[src/rtl/alu_pipe.sv]
// -----------------------------------------------------------------------------
// alu_pipe
//   Two-stage pipelined ALU with valid/ready handshakes on both sides.
//   Stage 1 captures the command (operands, mode enables, opcodes).
//   Stage 2 computes the result from the stage-1 registers and registers
//   C/err/ovf/out_valid. Results either wrap or saturate (SATURATE) when they
//   leave the OUTPUT_WIDTH signed range. err_cnt counts delivered error
//   results and sticks at all-ones.
//
// Parameters
//   DATA_WIDTH    operand width (two's complement)
//   OUTPUT_WIDTH  result width, >= DATA_WIDTH
//   SATURATE      1 = clamp on overflow, 0 = keep low OUTPUT_WIDTH bits
//   ERR_CNT_W     error counter width
//
// Ports
//   clk, rst             clock (rising edge), asynchronous active-high reset
//   in_valid, in_ready   command handshake (in_ready is combinational)
//   a_en, b_en           mode select
//   a_op, b_op           opcodes for A-mode / B-mode and combined mode
//   A, B                 signed operands
//   out_valid, out_ready result handshake
//   C                    signed result
//   err, ovf             invalid-command flag, overflow flag
//   err_cnt              saturating count of delivered error results
// -----------------------------------------------------------------------------
module alu_pipe #(
    parameter int DATA_WIDTH   = 5,
    parameter int OUTPUT_WIDTH = DATA_WIDTH + 1,
    parameter bit SATURATE     = 1'b0,
    parameter int ERR_CNT_W    = 8
) (
    input  logic                           clk,
    input  logic                           rst,
    input  logic                           in_valid,
    output logic                           in_ready,
    input  logic                           a_en,
    input  logic                           b_en,
    input  logic [2:0]                     a_op,
    input  logic [1:0]                     b_op,
    input  logic signed [DATA_WIDTH-1:0]   A,
    input  logic signed [DATA_WIDTH-1:0]   B,
    output logic                           out_valid,
    input  logic                           out_ready,
    output logic signed [OUTPUT_WIDTH-1:0] C,
    output logic                           err,
    output logic                           ovf,
    output logic [ERR_CNT_W-1:0]           err_cnt
);

    // Exact-arithmetic width: wide enough for any add/sub of two operands and
    // for the output range limits, so range checks never truncate.
    localparam int XW = (OUTPUT_WIDTH > DATA_WIDTH + 2) ? OUTPUT_WIDTH : DATA_WIDTH + 2;

    localparam logic signed [XW-1:0] OUT_MAX = {{(XW-OUTPUT_WIDTH+1){1'b0}}, {(OUTPUT_WIDTH-1){1'b1}}};
    localparam logic signed [XW-1:0] OUT_MIN = {{(XW-OUTPUT_WIDTH+1){1'b1}}, {(OUTPUT_WIDTH-1){1'b0}}};
    localparam logic signed [XW-1:0] ONE     = XW'(1);
    localparam logic signed [XW-1:0] TWO     = XW'(2);

    localparam logic signed [OUTPUT_WIDTH-1:0] C_MAX = {1'b0, {(OUTPUT_WIDTH-1){1'b1}}};
    localparam logic signed [OUTPUT_WIDTH-1:0] C_MIN = {1'b1, {(OUTPUT_WIDTH-1){1'b0}}};

    typedef enum logic [1:0] {
        MODE_NONE = 2'b00,
        MODE_B    = 2'b01,
        MODE_A    = 2'b10,
        MODE_AB   = 2'b11
    } mode_e;

    // ------------------------------------------------------------------
    // Handshake
    // ------------------------------------------------------------------
    logic s1_valid;
    logic s2_adv;

    assign s2_adv   = !out_valid || out_ready;
    assign in_ready = !s1_valid || s2_adv;

    // ------------------------------------------------------------------
    // Stage 1: command capture
    // ------------------------------------------------------------------
    mode_e                         s1_mode;
    logic [2:0]                    s1_a_op;
    logic [1:0]                    s1_b_op;
    logic signed [DATA_WIDTH-1:0]  s1_a;
    logic signed [DATA_WIDTH-1:0]  s1_b;

    // NOTE: sequential state uses non-blocking assignments so every register
    // samples pre-edge values, independent of statement order.
    always_ff @(posedge clk or posedge rst) begin
        if (rst) begin
            s1_valid <= 1'b0;
        end else if (in_ready) begin
            s1_valid <= in_valid;
        end
    end

    // NOTE: the payload registers are deliberately left without reset;
    // s1_valid qualifies them, so their power-up contents never escape.
    always_ff @(posedge clk) begin
        if (in_valid && in_ready) begin
            s1_mode <= mode_e'({a_en, b_en});
            s1_a_op <= a_op;
            s1_b_op <= b_op;
            s1_a    <= A;
            s1_b    <= B;
        end
    end

    // ------------------------------------------------------------------
    // Stage 2 combinational compute
    // ------------------------------------------------------------------
    logic signed [XW-1:0]           ax, bx, exact;
    logic [DATA_WIDTH-1:0]          bw;
    logic                           use_bw;
    logic                           inv;
    logic                           ovf_c;
    logic signed [OUTPUT_WIDTH-1:0] c_c;

    assign ax = {{(XW-DATA_WIDTH){s1_a[DATA_WIDTH-1]}}, s1_a};
    assign bx = {{(XW-DATA_WIDTH){s1_b[DATA_WIDTH-1]}}, s1_b};

    // NOTE: every signal assigned here gets a default first, so no path
    // through the case statements can leave a latch behind.
    always_comb begin
        exact  = '0;
        bw     = '0;
        use_bw = 1'b0;
        inv    = 1'b0;
        ovf_c  = 1'b0;
        c_c    = '0;

        case (s1_mode)
            MODE_A: begin
                case (s1_a_op)
                    3'd0:       exact = ax + bx;
                    3'd1:       exact = ax - bx;
                    3'd2:       begin bw = s1_a ^ s1_b;    use_bw = 1'b1; end
                    3'd3, 3'd4: begin bw = s1_a & s1_b;    use_bw = 1'b1; end
                    3'd5:       begin bw = s1_a | s1_b;    use_bw = 1'b1; end
                    3'd6:       begin bw = ~(s1_a ^ s1_b); use_bw = 1'b1; end
                    default:    inv = 1'b1;
                endcase
            end
            MODE_B: begin
                case (s1_b_op)
                    2'd0:       begin bw = ~(s1_a & s1_b); use_bw = 1'b1; end
                    2'd1, 2'd2: exact = ax + bx;
                    default:    inv = 1'b1;
                endcase
            end
            MODE_AB: begin
                case (s1_b_op)
                    2'd0:    begin bw = s1_a ^ s1_b;    use_bw = 1'b1; end
                    2'd1:    begin bw = ~(s1_a ^ s1_b); use_bw = 1'b1; end
                    2'd2:    exact = ax - ONE;
                    default: exact = bx + TWO;
                endcase
            end
            default: inv = 1'b1;
        endcase

        // Bitwise results are DATA_WIDTH values, sign-extended like operands.
        if (use_bw) begin
            exact = {{(XW-DATA_WIDTH){bw[DATA_WIDTH-1]}}, bw};
        end

        if (inv) begin
            c_c = '0;
        end else begin
            ovf_c = (exact > OUT_MAX) || (exact < OUT_MIN);
            if (ovf_c && SATURATE) begin
                c_c = exact[XW-1] ? C_MIN : C_MAX;
            end else begin
                c_c = exact[OUTPUT_WIDTH-1:0];
            end
        end
    end

    // ------------------------------------------------------------------
    // Stage 2 output registers; held while the consumer stalls
    // ------------------------------------------------------------------
    always_ff @(posedge clk or posedge rst) begin
        if (rst) begin
            out_valid <= 1'b0;
            C         <= '0;
            err       <= 1'b0;
            ovf       <= 1'b0;
        end else if (s2_adv) begin
            out_valid <= s1_valid;
            if (s1_valid) begin
                C   <= c_c;
                err <= inv;
                ovf <= ovf_c;
            end
        end
    end

    // Counts errored results at the moment they are handed over.
    always_ff @(posedge clk or posedge rst) begin
        if (rst) begin
            err_cnt <= '0;
        end else if (out_valid && out_ready && err && !(&err_cnt)) begin
            err_cnt <= err_cnt + 1'b1;
        end
    end

endmodule
[config.mk]
export PLATFORM = sky130hd
export DESIGN_NAME = alu_pipe
export DESIGN_NICKNAME = d
export VERILOG_FILES = /design/src/rtl/alu_pipe.sv
export SDC_FILE = /design/constraint.sdc
export NUM_CORES = 1
export LEC_CHECK = 0
export ABC_AREA = 1
export CORE_ASPECT_RATIO = 1.4
export CORE_MARGIN = 5
export CORE_UTILIZATION = 49
export DETAILED_ROUTE_END_ITERATION = 8
export GPL_TIMING_DRIVEN = 0
export HOLD_SLACK_MARGIN = 0.12
export PLACE_DENSITY = 0.88
export SKIP_LAST_GASP = 1
export SYNTH_ARGS = -nofsm -noshare
export SYNTH_HDL_FRONTEND = slang
export SYNTH_SLANG_ARGS = --single-unit
export TNS_END_PERCENT = 10
[constraint.sdc]
create_clock -name clk -period 1.65 [get_ports clk]
set_input_delay 0.33 -clock clk [delete_from_list [all_inputs] [get_ports clk]]
set_output_delay 0.33 -clock clk [all_outputs]
set_load 0.1 [all_outputs]
---- After elaboration in Yosys (flattened, before gate mapping) ----
Index checks and enable logic that the tools add are counted.
cells by class
  $lt $le $gt $ge ......................... 2
  divide/modulo/power cells ............... 0
  $mul .................................... 0
  shift-type cells ........................ 0
  bitwise operators ....................... 5
  reduce and logical (&&, ||, !) cells .... 20
  equal/unequal tests ..................... 11
  $add $sub $neg .......................... 5
  mux-type cells .......................... 18
operator list
  cell                   count
  $pmux W7 S2            2
  $pmux W7 S3            1
  $pmux W5 S4            1
  $pmux W5 S3            1
  $mux W7                2
  $not A5 Y5             2
  $pmux W5 S2            1
  $eq A3 B3 Y1 const B   3
  $add A8 B1 Y8 const B  1
  $reduce_and A8 Y1      1
  $gt A7 B6 Y1 const B   1
  $lt A7 B6 Y1 const B   1
  $reduce_or A7 Y1       1
  $add A5 B3 Y6 const B  1
  $add A5 B5 Y6          1
  $eq A2 B2 Y1 const B   3
  $eq A3 B2 Y1 const B   2
  $mux W1                6
  $mux W6                1
  $pmux W1 S3            2
  $reduce_or A2 Y1       3
  $sub A5 B2 Y6 const B  1
  $sub A5 B5 Y6          1
  $and A5 B5 Y5          1
  13 further kinds       21
word-level totals
  word-level logic and storage cells ...... 72
  memories kept ........................... 0
  memory bits (writable) .................. 0
  output and inout bits ................... 18
  latch bits .............................. 0
  bits in read-only memories .............. 0
  register bits ........................... 35

---- Logic depth before layout (Yosys ltp) ----
  depth in word-level cells ............... 8
  mapped depth ............................ 15
  depth with buffers taken out ............ 14

---- Worst setup path after synthesis ----
OpenSTA, ideal clock, no wires.
  path type ............................... reg2reg
  start ................................... reg out_valid
  end ..................................... reg s1_a[0], enable pin
  stages on the path, launching flop included .. 4
  arrival time ............................ 2527 ps
  slack ................................... -1200 ps
  buffers on the path ..................... 0
  cell sequence ........................... dfrtp_1 -> nand3_1 -> nand2_1 -> inv_1
on the way
  word-level cells in the longest chain between the ends .. 4
RTL lines
  item                      RTL line  source
  start: declaration        43        output logic out_valid,
  start signal: assignment  190       out_valid <= s1_valid;
  $logic_not A1 Y1          76        assign s2_adv = !out_valid || out_ready;
  $logic_or A1 B1 Y1        76
  $logic_or A1 B1 Y1        77        assign in_ready = !s1_valid || s2_adv;
  named net in_ready        36        output logic in_ready,
  $logic_and A1 B1 Y1       101       if (in_valid && in_ready) begin
  end signal: assignment    105       s1_a <= A;
  end: declaration          85        logic signed [DATA_WIDTH-1:0] s1_a;
The timed path passes the listed nets, and every way through them passes these cells.
A chain may end at the register's enable or synchronous reset.

---- Final worst setup path ----
  start ................................... reg err_cnt[6]
  end ..................................... out err_cnt[6]
RTL lines
  item                      RTL line  source
  start: declaration        48        output logic [ERR_CNT_W-1:0] err_cnt
  start signal: assignment  204       err_cnt <= err_cnt + 1'b1;
No word-level cell between the ends.

==> metrics <==
status=finished, violations left; failing checks=setup timing; worst-path maximum fanout=4; multi-input logic area=~1500 sq um; Rel. slew slack=0.343; Initial Utilization=0.497; crit path max-delay cell type=dlygate4sd2_1; register area share after synthesis=0.381; CP max stage delay=between 800 and 900 ps; CTS Buf Count=5; largest net degree at the start of global routing=19; pwr dens=1170 nW/um^2; Fin. Hold Viols=0; sw power=around 1.9 mW; CP top delay family=buffers and inverters; H-tree Lvls=2; Post-synth EDFFs=17; row count=31; DIE AREA=approximately 6700 sq um; post-route ant nets=0; Total Neg Setup Slack=-3960 ps; min-delay worst type=in2async; Leakage=between 1.5 and 2 nW; switching share of power=0.492; wirelength, routed=between 6000 and 7000 um; CORE AREA=5080 sq um; Bufs and invs on worst path=1; Overall Global Routing Usage=0.204; cell with the most instances after synthesis=nand2_1; top cell type's share of synthesized area=0.202; Clk network pwr share=0.175; Ys Warns=0; area grow syn2layout=32.8%; RD Place Congestion=between 0.9 and 1; crit start category=register; number of fill cells=394; Critical Path End Type=output pin; fmax=525 MHz; DR vias=2,444; die extent in x=70.7 um; Pins Over Slew Limit=0; worst clock skew=roughly 13 ps; Max IR drop VDD=1.41 mV; Sequential cell area=between 900 and 1000 sq um; clk_lat worst skew=between 200 and 300 ps; CP required=~1300 ps; Vias/cell=roughly 5.4; fin crit share=1.15; # port buffers=38; antenna violations before repair=0; Flop pwr share=0.327; top post-synthesis cells by count=nand2_1, inv_1, nand3_1; RR Startpoint=s1_a[0]$_DFFE_PP_; Synth Flop Type=dfrtp_1; critical path type=reg2out; reg2reg end=C[4]$_DFFE_PP0P_; Final WS setup=-254 ps; hpwl dp=approximately 5000 um; Nets=between 400 and 500; routed length per instance=15.1 um; cell depth of the worst setup path=1; minimum clock period=around 1900 ps; io pins=39; crit path DAT=~1600 ps; gate count of the mapped netlist=325; Clock Sinks=35; Clock transition at path regs=around 70 ps; crit-path cells=dlygate4sd2_1; Comb power frac=0.498; Clock Root Buffer=clkbuf_8; Clock Path Buffers=2; grt ovf=0; first-pass GRT wire length=10,600 um; Netlist cell types=30; fraction of layout cells with a size suffix above 1=0.224; Mapped Area=around 2500 sq um; Int Pwr=a little under 2 mW; residual DRC count=0; Mapped Avg Cell Area=7.77 sq um; R2R depth=8; final antenna diode count=0; final setup violation count=22; CTS tree=done; Yosys reg bits=35; Yosys top cell by area=edfxtp_1; fraction of registers with async set/reset=0.514; Tightest Pin Transition=between 900 and 1000 ps; Initial DRC Count=around 240; post-synth net total=370; number of global-route vias before repair=around 2,400; flop-to-flop setup slack=-200 ps; unrepaired setup endpoints after global routing=yes; total power=about 3.9 mW; top post-synthesis cells by area=edfxtp_1, dfrtp_1, nand2_1; max-cap violations=0; drt first pass iters=4; Hold WS=about 450 ps; Die Ht=~95 um
## worst register-to-register path: cells and delay by family, from the launching register on
| kind | cells | cell delay, ps |
|---|---|---|
| adders and majority gates | 2 | 690 |
| DFF | 1 | 440 |
| and+or+nand+nor | 6 | 640 |
## layer usage
| layer | GRT usage | wire length [um] | vias to the layer above |
|---|---|---|---|
| met5 | 0 | 0 | - |
| met4 | 0.132 | 372 | 0 |
| met3 | 0.0330 | 275 | 28 |
| met2 | 0.369 | 3540 | 83 |
| met1 | 0.218 | 2610 | 1147 |
| li1 | - | - | 1186 |
## sequential cells by signal (all words and copies together) (netlist names)
| signal | cells |
|---|---|
| s1_b_op | 2 |
| err | 1 |
| out_valid | 1 |
| s1_b | 5 |
| err_cnt | 8 |
| C | 6 |
| s1_a_op | 3 |
| s1_a | 5 |
| s1_mode | 2 |
| s1_valid | 1 |
| ovf | 1 |
## cell type report
| cell class | count | share of cell area |
|---|---|---|
| multi-input combinational | 240 | 0.450 |
| sequential | 35 | 0.293 |
| timing repair buffer | 51 | 0.137 |
| inverter | 47 | 0.0553 |
| clock buffer | 8 | 0.0302 |
| tap | 66 | 0.0246 |
| buffer | 3 | 0.0101 |
## power by group through the flow
stage	clock network (mW)	logic, mW	registers (mW)
floorplan	0	0.563	2.12
global placement	0	1.85	1.28
detailed placement	0	1.88	1.29
CTS	0.692	1.84	1.28
global route	0.727	2.07	1.30
finish	0.683	1.95	1.28
## metrics by stage
stage	cell area (sq um)	utilization	std cells	worst slack [ps]
floorplan	2580	-	325	-96.2
global placement	3050	0.599	429	-798
detailed placement	3050	0.599	429	-816
CTS	3150	0.621	439	-264
global route	3350	0.659	450	-293
finish	3350	0.659	450	-254
## cell families (layout without fill, tap and decap cells)
group / Yosys count / in the layout / synth area share
AO/OA/AOI/OAI: 46 / 46 / 0.103
buffers and inverters: 50 / 109 / 0.0768
adder cells (fa/ha/maj): 24 / 24 / 0.125
XOR/XNOR: 9 / 9 / 0.0312
flip-flops: 35 / 35 / 0.381
AND/OR/NAND/NOR: 161 / 161 / 0.284
## worst max path at each step
stage,end,slack (ps),startpoint
5_1_grt,C[4]$_DFFE_PP0P_,-290,s1_a[0]$_DFFE_PP_
3_5_place_dp,in_ready,-820,out_ready
4_1_cts,err_cnt[3],-260,err_cnt[3]$_DFFE_PP0P_
2_1_floorplan,s1_a[0]$_DFFE_PP_,-100,out_valid$_DFFE_PP0P_
3_3_place_gp,in_ready,-800,out_ready
6_report,err_cnt[6],-250,err_cnt[6]$_DFFE_PP0P_
## placed cells by master (no fill, tap or decap), drive strengths merged
cell / instances
fa: 2
clkinvlp: 1
nand3b: 2
o2111ai: 1
o22ai: 1
edfxtp: 17
xor2: 5
nand4: 6
nand3: 38
clkinv: 2
nor2: 28
ha: 22
or2: 1
a21oi: 17
clkdlybuf4s50: 20
xnor2: 4
clkbuf: 9
clkdlybuf4s15: 4
nor3: 1
o211ai: 6
dfrtp: 18
nand2: 85
o21ai: 21
inv: 44
dlygate4sd2: 13
buf: 16
## timing repair
item,CTS,global route
setup endpoints to repair,24,27
buffers inserted,2,11
gates resized for setup,26,43
pin swaps,0,5
hold buffers,0,0
cloned,0,0
No activity file was read; power rests on OpenSTA's default activity.
